`src/rtl/core_pkg.sv`:
```
// rtl/core_pkg.sv - shared core widths, ALU opcodes and the ID/EX control bundle
package core_pkg;

    localparam int XLEN    = 32;
    localparam int ALUOP_W = 4;

    localparam logic [4:0] REG_X0 = 5'd0;

    localparam logic [ALUOP_W-1:0] ALU_ADD  = 4'h0;
    localparam logic [ALUOP_W-1:0] ALU_SUB  = 4'h1;
    localparam logic [ALUOP_W-1:0] ALU_AND  = 4'h2;
    localparam logic [ALUOP_W-1:0] ALU_OR   = 4'h3;
    localparam logic [ALUOP_W-1:0] ALU_XOR  = 4'h4;
    localparam logic [ALUOP_W-1:0] ALU_SLL  = 4'h5;
    localparam logic [ALUOP_W-1:0] ALU_SRL  = 4'h6;
    localparam logic [ALUOP_W-1:0] ALU_SRA  = 4'h7;
    localparam logic [ALUOP_W-1:0] ALU_SLT  = 4'h8;
    localparam logic [ALUOP_W-1:0] ALU_SLTU = 4'h9;

    // Field order is shared with ex_mem_stage; keep both in step.
    typedef struct packed {
        logic [ALUOP_W-1:0] alu_op;
        logic               alu_src;
        logic               mem_read;
        logic               mem_write;
        logic               register_write;
        logic               mem_to_reg;
    } ctrl_t;

    localparam ctrl_t CTRL_NOP = '0;

    // A killed slot must not touch memory or the register file.
    function automatic ctrl_t kill_ctrl(input ctrl_t c);
        ctrl_t k;
        k                = c;
        k.mem_read       = 1'b0;
        k.mem_write      = 1'b0;
        k.register_write = 1'b0;
        k.mem_to_reg     = 1'b0;
        return k;
    endfunction

endpackage

```
`src/rtl/load_use_detect.sv`:
```
// rtl/load_use_detect.sv - combinational load-use hazard comparator
module load_use_detect
    import core_pkg::*;
(
    input  logic       exValid,
    input  logic       exMemRead,
    input  logic [4:0] exRd,
    input  logic       idValid,
    input  logic [4:0] idRs1,
    input  logic [4:0] idRs2,
    output logic       hazard
);

    // A load in EX whose destination is read by the instruction in ID; x0 never counts.
    always_comb begin
        hazard = exValid && exMemRead && (exRd != REG_X0) && idValid &&
                 ((exRd == idRs1) || (exRd == idRs2));
    end

endmodule

```
`src/rtl/id_ex_stage.sv`:
```
// rtl/id_ex_stage.sv - ID/EX pipeline register with load-use bubble; optional WB bypass via ID_WB_BYPASS_EN
module id_ex_stage
    import core_pkg::*;
(
    input  logic               clock,
    input  logic               reset,
    input  logic               stall,
    input  logic               flush,
    input  logic               inValid,
    input  logic [XLEN-1:0]    inPc,
    input  logic [XLEN-1:0]    inReadData1,
    input  logic [XLEN-1:0]    inReadData2,
    input  logic [XLEN-1:0]    inImm,
    input  logic [4:0]         inRs1,
    input  logic [4:0]         inRs2,
    input  logic [4:0]         inRd,
    input  logic [ALUOP_W-1:0] inAluOp,
    input  logic               inAluSrc,
    input  logic               inMemRead,
    input  logic               inMemWrite,
    input  logic               inRegisterWrite,
    input  logic               inMemToReg,
    input  logic [4:0]         wbRd,
    input  logic [XLEN-1:0]    wbData,
    input  logic               wbRegisterWrite,
    output logic               loadUseStall,
    output logic               outValid,
    output logic [XLEN-1:0]    outPc,
    output logic [XLEN-1:0]    outReadData1,
    output logic [XLEN-1:0]    outReadData2,
    output logic [XLEN-1:0]    outImm,
    output logic [4:0]         outRs1,
    output logic [4:0]         outRs2,
    output logic [4:0]         outRd,
    output logic [ALUOP_W-1:0] outAluOp,
    output logic               outAluSrc,
    output logic               outMemRead,
    output logic               outMemWrite,
    output logic               outRegisterWrite,
    output logic               outMemToReg
);

    logic            valid_q, valid_d;
    logic [XLEN-1:0] pc_q, pc_d;
    logic [XLEN-1:0] rd1_q, rd1_d;
    logic [XLEN-1:0] rd2_q, rd2_d;
    logic [XLEN-1:0] imm_q, imm_d;
    logic [4:0]      rs1_q, rs1_d;
    logic [4:0]      rs2_q, rs2_d;
    logic [4:0]      rd_q, rd_d;
    ctrl_t           ctrl_q, ctrl_d;
    ctrl_t           in_ctrl;
    logic [XLEN-1:0] op1, op2;

    assign in_ctrl = '{alu_op: inAluOp, alu_src: inAluSrc, mem_read: inMemRead,
                       mem_write: inMemWrite, register_write: inRegisterWrite,
                       mem_to_reg: inMemToReg};

    load_use_detect u_load_use_detect (
        .exValid   (valid_q),
        .exMemRead (ctrl_q.mem_read),
        .exRd      (rd_q),
        .idValid   (inValid),
        .idRs1     (inRs1),
        .idRs2     (inRs2),
        .hazard    (loadUseStall)
    );

`ifdef ID_WB_BYPASS_EN
    // Forward a same-cycle writeback so a register written this cycle is read fresh.
    always_comb begin
        op1 = inReadData1;
        op2 = inReadData2;
        if (wbRegisterWrite && (wbRd != REG_X0) && (wbRd == inRs1)) op1 = wbData;
        if (wbRegisterWrite && (wbRd != REG_X0) && (wbRd == inRs2)) op2 = wbData;
    end
`else
    logic unused_wb;
    assign unused_wb = ^{wbRd, wbData, wbRegisterWrite};
    assign op1 = inReadData1;
    assign op2 = inReadData2;
`endif

    // Next state: flush beats stall, stall beats the load-use bubble, else capture.
    always_comb begin
        valid_d = valid_q;
        pc_d    = pc_q;
        rd1_d   = rd1_q;
        rd2_d   = rd2_q;
        imm_d   = imm_q;
        rs1_d   = rs1_q;
        rs2_d   = rs2_q;
        rd_d    = rd_q;
        ctrl_d  = ctrl_q;
        if (flush || (!stall && loadUseStall)) begin
            valid_d = 1'b0;
            ctrl_d  = kill_ctrl(ctrl_q);
        end else if (!stall) begin
            valid_d = inValid;
            pc_d    = inPc;
            rd1_d   = op1;
            rd2_d   = op2;
            imm_d   = inImm;
            rs1_d   = inRs1;
            rs2_d   = inRs2;
            rd_d    = inRd;
            ctrl_d  = inValid ? in_ctrl : kill_ctrl(in_ctrl);
        end
    end

    // Pipeline register; reset empties the stage.
    always_ff @(posedge clock or negedge reset) begin
        if (!reset) begin
            valid_q <= 1'b0;
            pc_q    <= '0;
            rd1_q   <= '0;
            rd2_q   <= '0;
            imm_q   <= '0;
            rs1_q   <= '0;
            rs2_q   <= '0;
            rd_q    <= '0;
            ctrl_q  <= CTRL_NOP;
        end else begin
            valid_q <= valid_d;
            pc_q    <= pc_d;
            rd1_q   <= rd1_d;
            rd2_q   <= rd2_d;
            imm_q   <= imm_d;
            rs1_q   <= rs1_d;
            rs2_q   <= rs2_d;
            rd_q    <= rd_d;
            ctrl_q  <= ctrl_d;
        end
    end

    assign outValid         = valid_q;
    assign outPc            = pc_q;
    assign outReadData1     = rd1_q;
    assign outReadData2     = rd2_q;
    assign outImm           = imm_q;
    assign outRs1           = rs1_q;
    assign outRs2           = rs2_q;
    assign outRd            = rd_q;
    assign outAluOp         = ctrl_q.alu_op;
    assign outAluSrc        = ctrl_q.alu_src;
    assign outMemRead       = ctrl_q.mem_read;
    assign outMemWrite      = ctrl_q.mem_write;
    assign outRegisterWrite = ctrl_q.register_write;
    assign outMemToReg      = ctrl_q.mem_to_reg;

endmodule

```
`config.mk`:
```
export PLATFORM = sky130hd
export DESIGN_NAME = id_ex_stage
export DESIGN_NICKNAME = d
export VERILOG_FILES = /design/src/rtl/core_pkg.sv /design/src/rtl/load_use_detect.sv /design/src/rtl/id_ex_stage.sv
export SDC_FILE = /design/constraint.sdc
export NUM_CORES = 1
export LEC_CHECK = 0
export BUFFER_PORTS_ARGS = -buffer_cell sky130_fd_sc_hd__buf_4
export CAP_MARGIN = 20
export CORE_AREA = 2 2 137 139
export CTS_BUF_LIST = sky130_fd_sc_hd__clkbuf_16
export DETAILED_ROUTE_END_ITERATION = 8
export DIE_AREA = 0 0 139 141
export GPL_TIMING_DRIVEN = 1
export PLACE_DENSITY_LB_ADDON = 0.25
export SKIP_LAST_GASP = 1
export SLEW_MARGIN = 10
export SYNTH_ARGS = -nofsm -noshare
export SYNTH_HDL_FRONTEND = slang
export SYNTH_SLANG_ARGS = --single-unit
```
`constraint.sdc`:
```
create_clock -name clock -period 3 [get_ports clock]
set_clock_uncertainty 0.05 [all_clocks]
set_input_delay 0.6 -clock clock [delete_from_list [all_inputs] [get_ports clock]]
set_output_delay 0.6 -clock clock [all_outputs]
set_load 0.02 [all_outputs]
```
==> results of run 1 <==
## power by group through the flow
stage	clock network, mW	logic [mW]	registers, mW
2_1_floorplan	0	0.312	2.92
3_3_place_gp	0	1.45	2.55
3_5_place_dp	0	1.47	2.56
4_1_cts	2.21	1.47	2.53
5_1_grt	2.30	1.54	2.57
6_report	2.13	1.45	2.52
## cell usage after synthesis
library cell	n
buf_4	1
inv_1	1
mux2_2	28
xnor2_1	10
and2_1	1
nor3_1	1
a211oi_2	1
nand2_1	7
o21ai_0	4
nor2_1	2
clkbuf_1	1
nand3b_1	4
o22ai_1	1
buf_6	13
dfrtp_1	153
a21oi_1	1
mux2_1	120
nand3_1	3
buf_2	2
o41ai_1	1
nor2b_1	1
## cell usage in the layout, fill, tap and decap left out
cell type and instances:
clkbuf_16 17, nor2_1 2, inv_6 3, nor2b_1 1
o22ai_1 1, clkinvlp_4 4, o21ai_0 4, nand3_1 3
dfrtp_1 153, nand3b_1 4, nand2_1 7, bufinv_16 2
inv_8 1, buf_12 3, a211oi_4 1, buf_4 315
xnor2_1 10, a21oi_1 1, nor3_1 1, inv_1 1
mux2_1 120, o41ai_1 1, and2_1 1, mux2_2 28
buf_6 1, clkinv_4 4, clkinv_2 1
## stage by stage
stage	std cells	hold WS, ns
2_1_floorplan	356	0.254
3_3_place_gp	892	0.416
3_5_place_dp	892	0.426
4_1_cts	924	0.0721
5_1_grt	924	0.0888
6_report	924	0.0601
## metal layers
layer | vias up | routed length [um] | share of wire (%) | GRT usage (%)
met2 | 178 | 8010 | 53 | 27.4
li1 | 1896 | - | - | -
met1 | 2069 | 5530 | 37 | 16.7
met5 | - | 0 | 0 | 0
met3 | 28 | 1090 | 7.3 | 5.37
met4 | 0 | 382 | 2.5 | 7.12
## worst min-delay path by stage
stage / start / depth (start not counted) / slack, ns / to
floorplan: reset / 0 / 0.25 / outAluOp[0]$_DFFE_PN0P_
global placement: outRegisterWrite$_DFFE_PN0P_ / 2 / 0.42 / outRegisterWrite$_DFFE_PN0P_
detailed placement: outReadData1[5]$_DFFE_PN0P_ / 1 / 0.43 / outReadData1[5]$_DFFE_PN0P_
CTS: reset / 1 / 0.07 / outRs1[0]$_DFFE_PN0P_
global route: reset / 1 / 0.09 / outAluOp[0]$_DFFE_PN0P_
finish: reset / 1 / 0.06 / outRd[0]$_DFFE_PN0P_
## critical path, delay by kind of cell, from the launching register on
kind	cells	cell delay [ns]
simple gates	2	0.39
buf+inv	1	0.18
compound gates	1	0.32
xor+xnor	1	0.18
flops	1	0.45
## registers in the layout, indices dropped and copies added (netlist names)
register / count
outAluOp: 4
outAluSrc: 1
outImm: 32
outMemRead: 1
outMemToReg: 1
outMemWrite: 1
outPc: 32
outRd: 5
outReadData1: 32
outReadData2: 32
outRegisterWrite: 1
outRs1: 5
outRs2: 5
outValid: 1
## cell families (layout without fill, tap and decap cells)
| family | after synthesis | count (layout) | synth area share (%) |
|---|---|---|---|
| AO/OA/AOI/OAI | 8 | 8 | 0.890 |
| buffers and inverters | 18 | 352 | 2.90 |
| flip-flops | 153 | 153 | 64.9 |
| XOR/XNOR | 10 | 10 | 1.48 |
| AND/OR/NAND/NOR | 19 | 19 | 1.63 |
| multiplexers | 148 | 148 | 28.2 |
## layout make-up
class	count	share of cell area [%]
Sequential cell	153	42.2
Timing Repair Buffer	319	26.9
Multi-Input combinational cell	185	21.1
Clock buffer	17	4.69
Tap cell	234	3.23
Clock inverter	15	1.85
Inverter	1	0.0414
==> impl_metrics.toml, run 1 <==
[status]
status = "completed"

[worst_setup_path]
crit_slowest_cell = "dfrtp_1"
rr_startpoint = "outRd[4]$_DFFE_PN0P_"
critPathCapture = "loadUseStall"
cp_data_arrival_time_ns = 1.94
worstSetupStartpointType = "flip-flop"
worstSetupPathType = "flip-flop to output pin"
r2r_setup_slack_ns = 0.82
slowest_delay_ns = 0.45
rr_worst_depth = 7
crit_chain = "xnor2_1 > nand3_1 > o22ai_1 > and2_1 > buf_4"
critPathLaunch = "outRd[4]$_DFFE_PN0P_"
crit_required_ns = 2.35
cp_max_fo = 6
r2r-end = "outReadData1[30]$_DFFE_PN0P_"
cp-end-kind = "output pin"

[synthesis]
yosys.area.top_type = "dfrtp_1"
synth-seq-cells = 153
synth_cells = 356
synth_area_leaders = "dfrtp_1 65%, mux2_1 23%, mux2_2 5.3%"
ys_types = 21
avgSynthCellArea_sq_um = 16.6
syn_area_sq_um = 5900
synth.top_cell.area_share_pct = 64.9
synth_seq_area_share_pct = 64.9
yosysWarningCount = 0
syn_nets = 551

[clocking]
clock_sinks = 153
post_cts_resized = 0
cts.path.max_buffers = 2
clk_latency_ns = 0.42
htree_num_levels = 4
hold_buffers = 0
cts_tree = "yes"
cts.clk_slew.worst_paths_ns = 0.07
cts_buffers = 17
clock-root-buffer = "clkbuf_16"
postCtsSetupBuffers = 0

[sta]
rsz0062_at_grt = "no"
final-setup-viol-count = 0
slew_viol_final = 0
fin_crit_sh_pct = 86.3
fmax_mhz = 386
hold_viol_final = 0
max_slew_margin_pct = 67.9
fin_crit_ns = 2.59
tightest_slew_ns = 0.482
tns_ns = 0
fin_ws_ns = 0.412

[layout]
final_area_sq_um = 9060
nets = 872
multi_input_area_sq_um = 1910
antenna_cells = 0
seq_area_sq_um = 3830
drive_above_1_share_pct = 55.1
fin_util_pct = 49.6
fillers = 1623
syn_to_final_growth_pct = 53.6

[detailed_routing]
vias_per_cell = 4.51
routedWlPerCell_um = 16.3
drt_iter0_drc = 110
first_pass_iters = 4
ant_nets = 0
via_count = 4171
wl_um = 15000
route.detailed.drc = 0

[power_and_ir_drop]
p_per_area_nw_per_um2 = 673
power_switching_mw = 1.79
ir_drop_v = 0.000358
combinationalPowerShare_pct = 23.7
switching_share_pct = 29.3
total_power_mw = 6.10
p_leak_nw = 4.29
seqPwrFrac_pct = 41.4
clockPowerShare_pct = 34.9
p_int_mw = 4.32

[die]
rows = 50
die_area_sq_um = 19600
start_util_pct = 32.3
die_w_um = 139
core_area_sq_um = 18300
io_pins = 349
die_height_um = 141

[global_routing]
grt_pass1_vias = 4658
grt_pass1_wl_um = 23900
grt_max_degree = 54
grt_overflow = 0
globalRouteTotalUtil_pct = 15.5
antenna_found_initial = 0

[placement]
dp_hpwl_um = 11500
dpl_worst_slack_ns = 0.553
gp_congestion = 0.779
port_buffers = 310
postPlaceCellArea_sq_um = 8470

[flow_run]
drv_cap = 0

[worst_hold_path]
hold_class = "primary input to async pin"
(Power assumes the default switching activity.)
==> inputs of run 2 (changes only) <==
--- a/config.mk
+++ b/config.mk
@@ -17,4 +17,5 @@
 export SLEW_MARGIN = 10
 export SYNTH_ARGS = -nofsm -noshare
 export SYNTH_HDL_FRONTEND = slang
+export SYNTH_HIERARCHICAL = 1
 export SYNTH_SLANG_ARGS = --single-unit
==> run 2 against run 1 <==
Largest cell class unchanged; fmax fell by 7.4%; count of clock-buffer cells in the layout did not move; wire length rose by 1.3%; critical path type unchanged.
==> impl_metrics.toml, run 2 <==
[status]
status = "completed"

[global_routing]
grtUsageMet2_pct = 26.3
grt_max_degree = 63
globalRouteTotalUtil_pct = 15.4
grt_pass1_vias = 4547
antenna_found_initial = 0
met3_usage_pct = 5.10
grt_overflow = 0
grt-busiest-layer = "met2"
grt_pass1_wl_um = 23800
grt_use_met1_pct = 17.4

[layout]
nets = 876
final_cell_mix = "323 x buf_4, 153 x dfrtp_1, 148 x mux2_2, 17 x clkbuf_16"
syn_to_final_growth_pct = 54.6
layout_commonest_cell = "buf_4"
antenna_cells = 0
drive_above_1_share_pct = 73.2
fillers = 1635

[synthesis]
synth_top_family_by_area = "multiplexers"
yosysMostFrequentCell = "dfrtp_1"
synth_top_cells_by_count = "153 x dfrtp_1, 148 x mux2_2, 12 x buf_6"
async_flop_share_pct = 100
syn_nets = 546
avgSynthCellArea_sq_um = 16.8
synth.top_cell.area_share_pct = 64.9
yosys.area.top_type = "dfrtp_1"
synth-seq-cells = 153
ys.flop_type = "dfrtp_1"
synth_area_leaders = "dfrtp_1 65%, mux2_2 28%, buf_6 2.3%"
synthAdderAreaFrac_pct = 0
synth_cells = 351
syn_area_sq_um = 5900
synthSimpleGateAreaFrac_pct = 1.87
synth.area.mux_share_pct = 28.3
synth-xor-area-share_pct = 1.48
synth_edf_count = 0
yosysWarningCount = 6
synth_compound_area_share_pct = 0.657
synth_seq_area_share_pct = 64.9
ys_types = 16

[clocking]
cts.clk_slew.worst_paths_ns = 0.06
htree_num_levels = 4
clock_sinks = 153
post_cts_resized = 0
cts_tree = "yes"
cts.path.max_buffers = 2
clock-root-buffer = "clkbuf_16"
cts_buffers = 17
clk_latency_ns = 0.42

[worst_setup_path]
crit_required_ns = 2.35
rr_startpoint = "outRd[3]$_DFFE_PN0P_"
critPathCapture = "loadUseStall"
cp-end-kind = "output pin"
worstSetupStartpointType = "flip-flop"
r2r_setup_slack_ns = 0.52
crit_slowest_cell = "dfrtp_1"
slowest_delay_ns = 0.38
crit_chain = "buf_4 > xor2_1 > nor3_1 > nand3_1 > a21oi_1 > buf_4 > buf_4"
rr_worst_depth = 7
critPathMostFrequentCell = "buf_4"
crit_cells = 7
worstSetupPathType = "flip-flop to output pin"
crit_family = "buffers and inverters"
r2r-end = "outPc[14]$_DFFE_PN0P_"
worst-path-buf-inv = 3
cp_max_fo = 6
critPathLaunch = "outRd[0]$_DFFE_PN0P_"
cp_data_arrival_time_ns = 2.15

[sta]
fin_crit_sh_pct = 93.2
tns_ns = 0
fmax_mhz = 358
slew_viol_final = 0
rsz0062_at_grt = "no"
fin_crit_ns = 2.80
hold_viol_final = 0
fin_ws_ns = 0.205
max_slew_margin_pct = 59.6
final-setup-viol-count = 0
tightest_slew_ns = 0.606

[power_and_ir_drop]
p_leak_nw = 4.30
ir_drop_v = 0.000378
clockPowerShare_pct = 34.1
combinationalPowerShare_pct = 24.8
p_per_area_nw_per_um2 = 674
power_switching_mw = 1.77
seqPwrFrac_pct = 41.0
switching_share_pct = 28.9
total_power_mw = 6.14
p_int_mw = 4.37

[placement]
port_buffers = 310
dpl_worst_slack_ns = 0.0889
dp_hpwl_um = 11400
gp_congestion = 0.749

[detailed_routing]
via_count = 4188
wl_um = 15200
ant_nets = 0
drt_iter0_drc = 115
vias_per_cell = 4.51
route.detailed.drc = 0
routedWlPerCell_um = 16.4
first_pass_iters = 3

[die]
io_pins = 349
rows = 50
die_height_um = 141
start_util_pct = 32.3
die_w_um = 139
core_area_sq_um = 18300
die_area_sq_um = 19600

[flow_run]
drv_cap = 0

[worst_hold_path]
hold_class = "primary input to async pin"
## run 2: cell type report
class / instances / area, sq um / share of cell area, %
sequential: 153 / 3830 / 42.0
timing repair buffer: 328 / 2520 / 27.6
multi-input combinational: 181 / 1910 / 20.9
clock buffer: 17 / 425 / 4.66
tap: 234 / 293 / 3.21
clock inverter: 15 / 149 / 1.63
## run 2: how the worst min path moves through the flow
stage / startpoint / endpoint / slack [ns]
3_5_place_dp: outImm[21]$_DFFE_PN0P_ / outImm[21]$_DFFE_PN0P_ / 0.45
3_3_place_gp: outReadData1[26]$_DFFE_PN0P_ / outReadData1[26]$_DFFE_PN0P_ / 0.44
4_1_cts: reset / outImm[16]$_DFFE_PN0P_ / 0.13
5_1_grt: reset / outImm[16]$_DFFE_PN0P_ / 0.15
6_report: reset / outImm[16]$_DFFE_PN0P_ / 0.12
2_1_floorplan: reset / outAluOp[0]$_DFFE_PN0P_ / 0.25
## run 2: cell families after synthesis
family / count (synthesis)
flops: 153
mux: 148
buf+inv: 17
simple gates: 16
xor+xnor: 10
compound gates: 7
## run 2: power by group through the flow
stage / clock, mW / sequential (mW) / combinational, mW
floorplan: 0 / 2.92 / 0.363
global placement: 0 / 2.54 / 1.51
detailed placement: 0 / 2.56 / 1.54
CTS: 2.17 / 2.53 / 1.54
global route: 2.26 / 2.56 / 1.61
finish: 2.10 / 2.52 / 1.52
## run 2: worst register-to-register path: stages, from the launching register on
cell       delay, ns
dfrtp_1         0.38
or4_1           0.55
o2111ai_1       0.19
a21oi_1         0.12
nor3_4          0.23
buf_4           0.15
buf_12          0.26
mux2_2          0.42
## run 2: per-layer routing
layer	wire, um	vias up
met1	5740	2075
met3	1080	32
li1	-	1899
met5	0	-
met4	432	0
met2	7960	182
## run 2: timing repair
| action | CTS | global route |
|---|---|---|
| hold buffers | 0 | 0 |
| buffers inserted | 0 | 6 |
| setup endpoints to repair | 0 | 124 |
## run 2: through the flow
step	cell area (sq um)	instances	util, %	hold slack [ns]
final	9120	928	49.9	0.118
after global routing	9120	928	49.9	0.155
after CTS	9080	922	49.7	0.125
after detailed placement	8500	890	46.5	0.446
after global placement	8500	890	46.5	0.440
after floorplan	5900	351	-	0.254
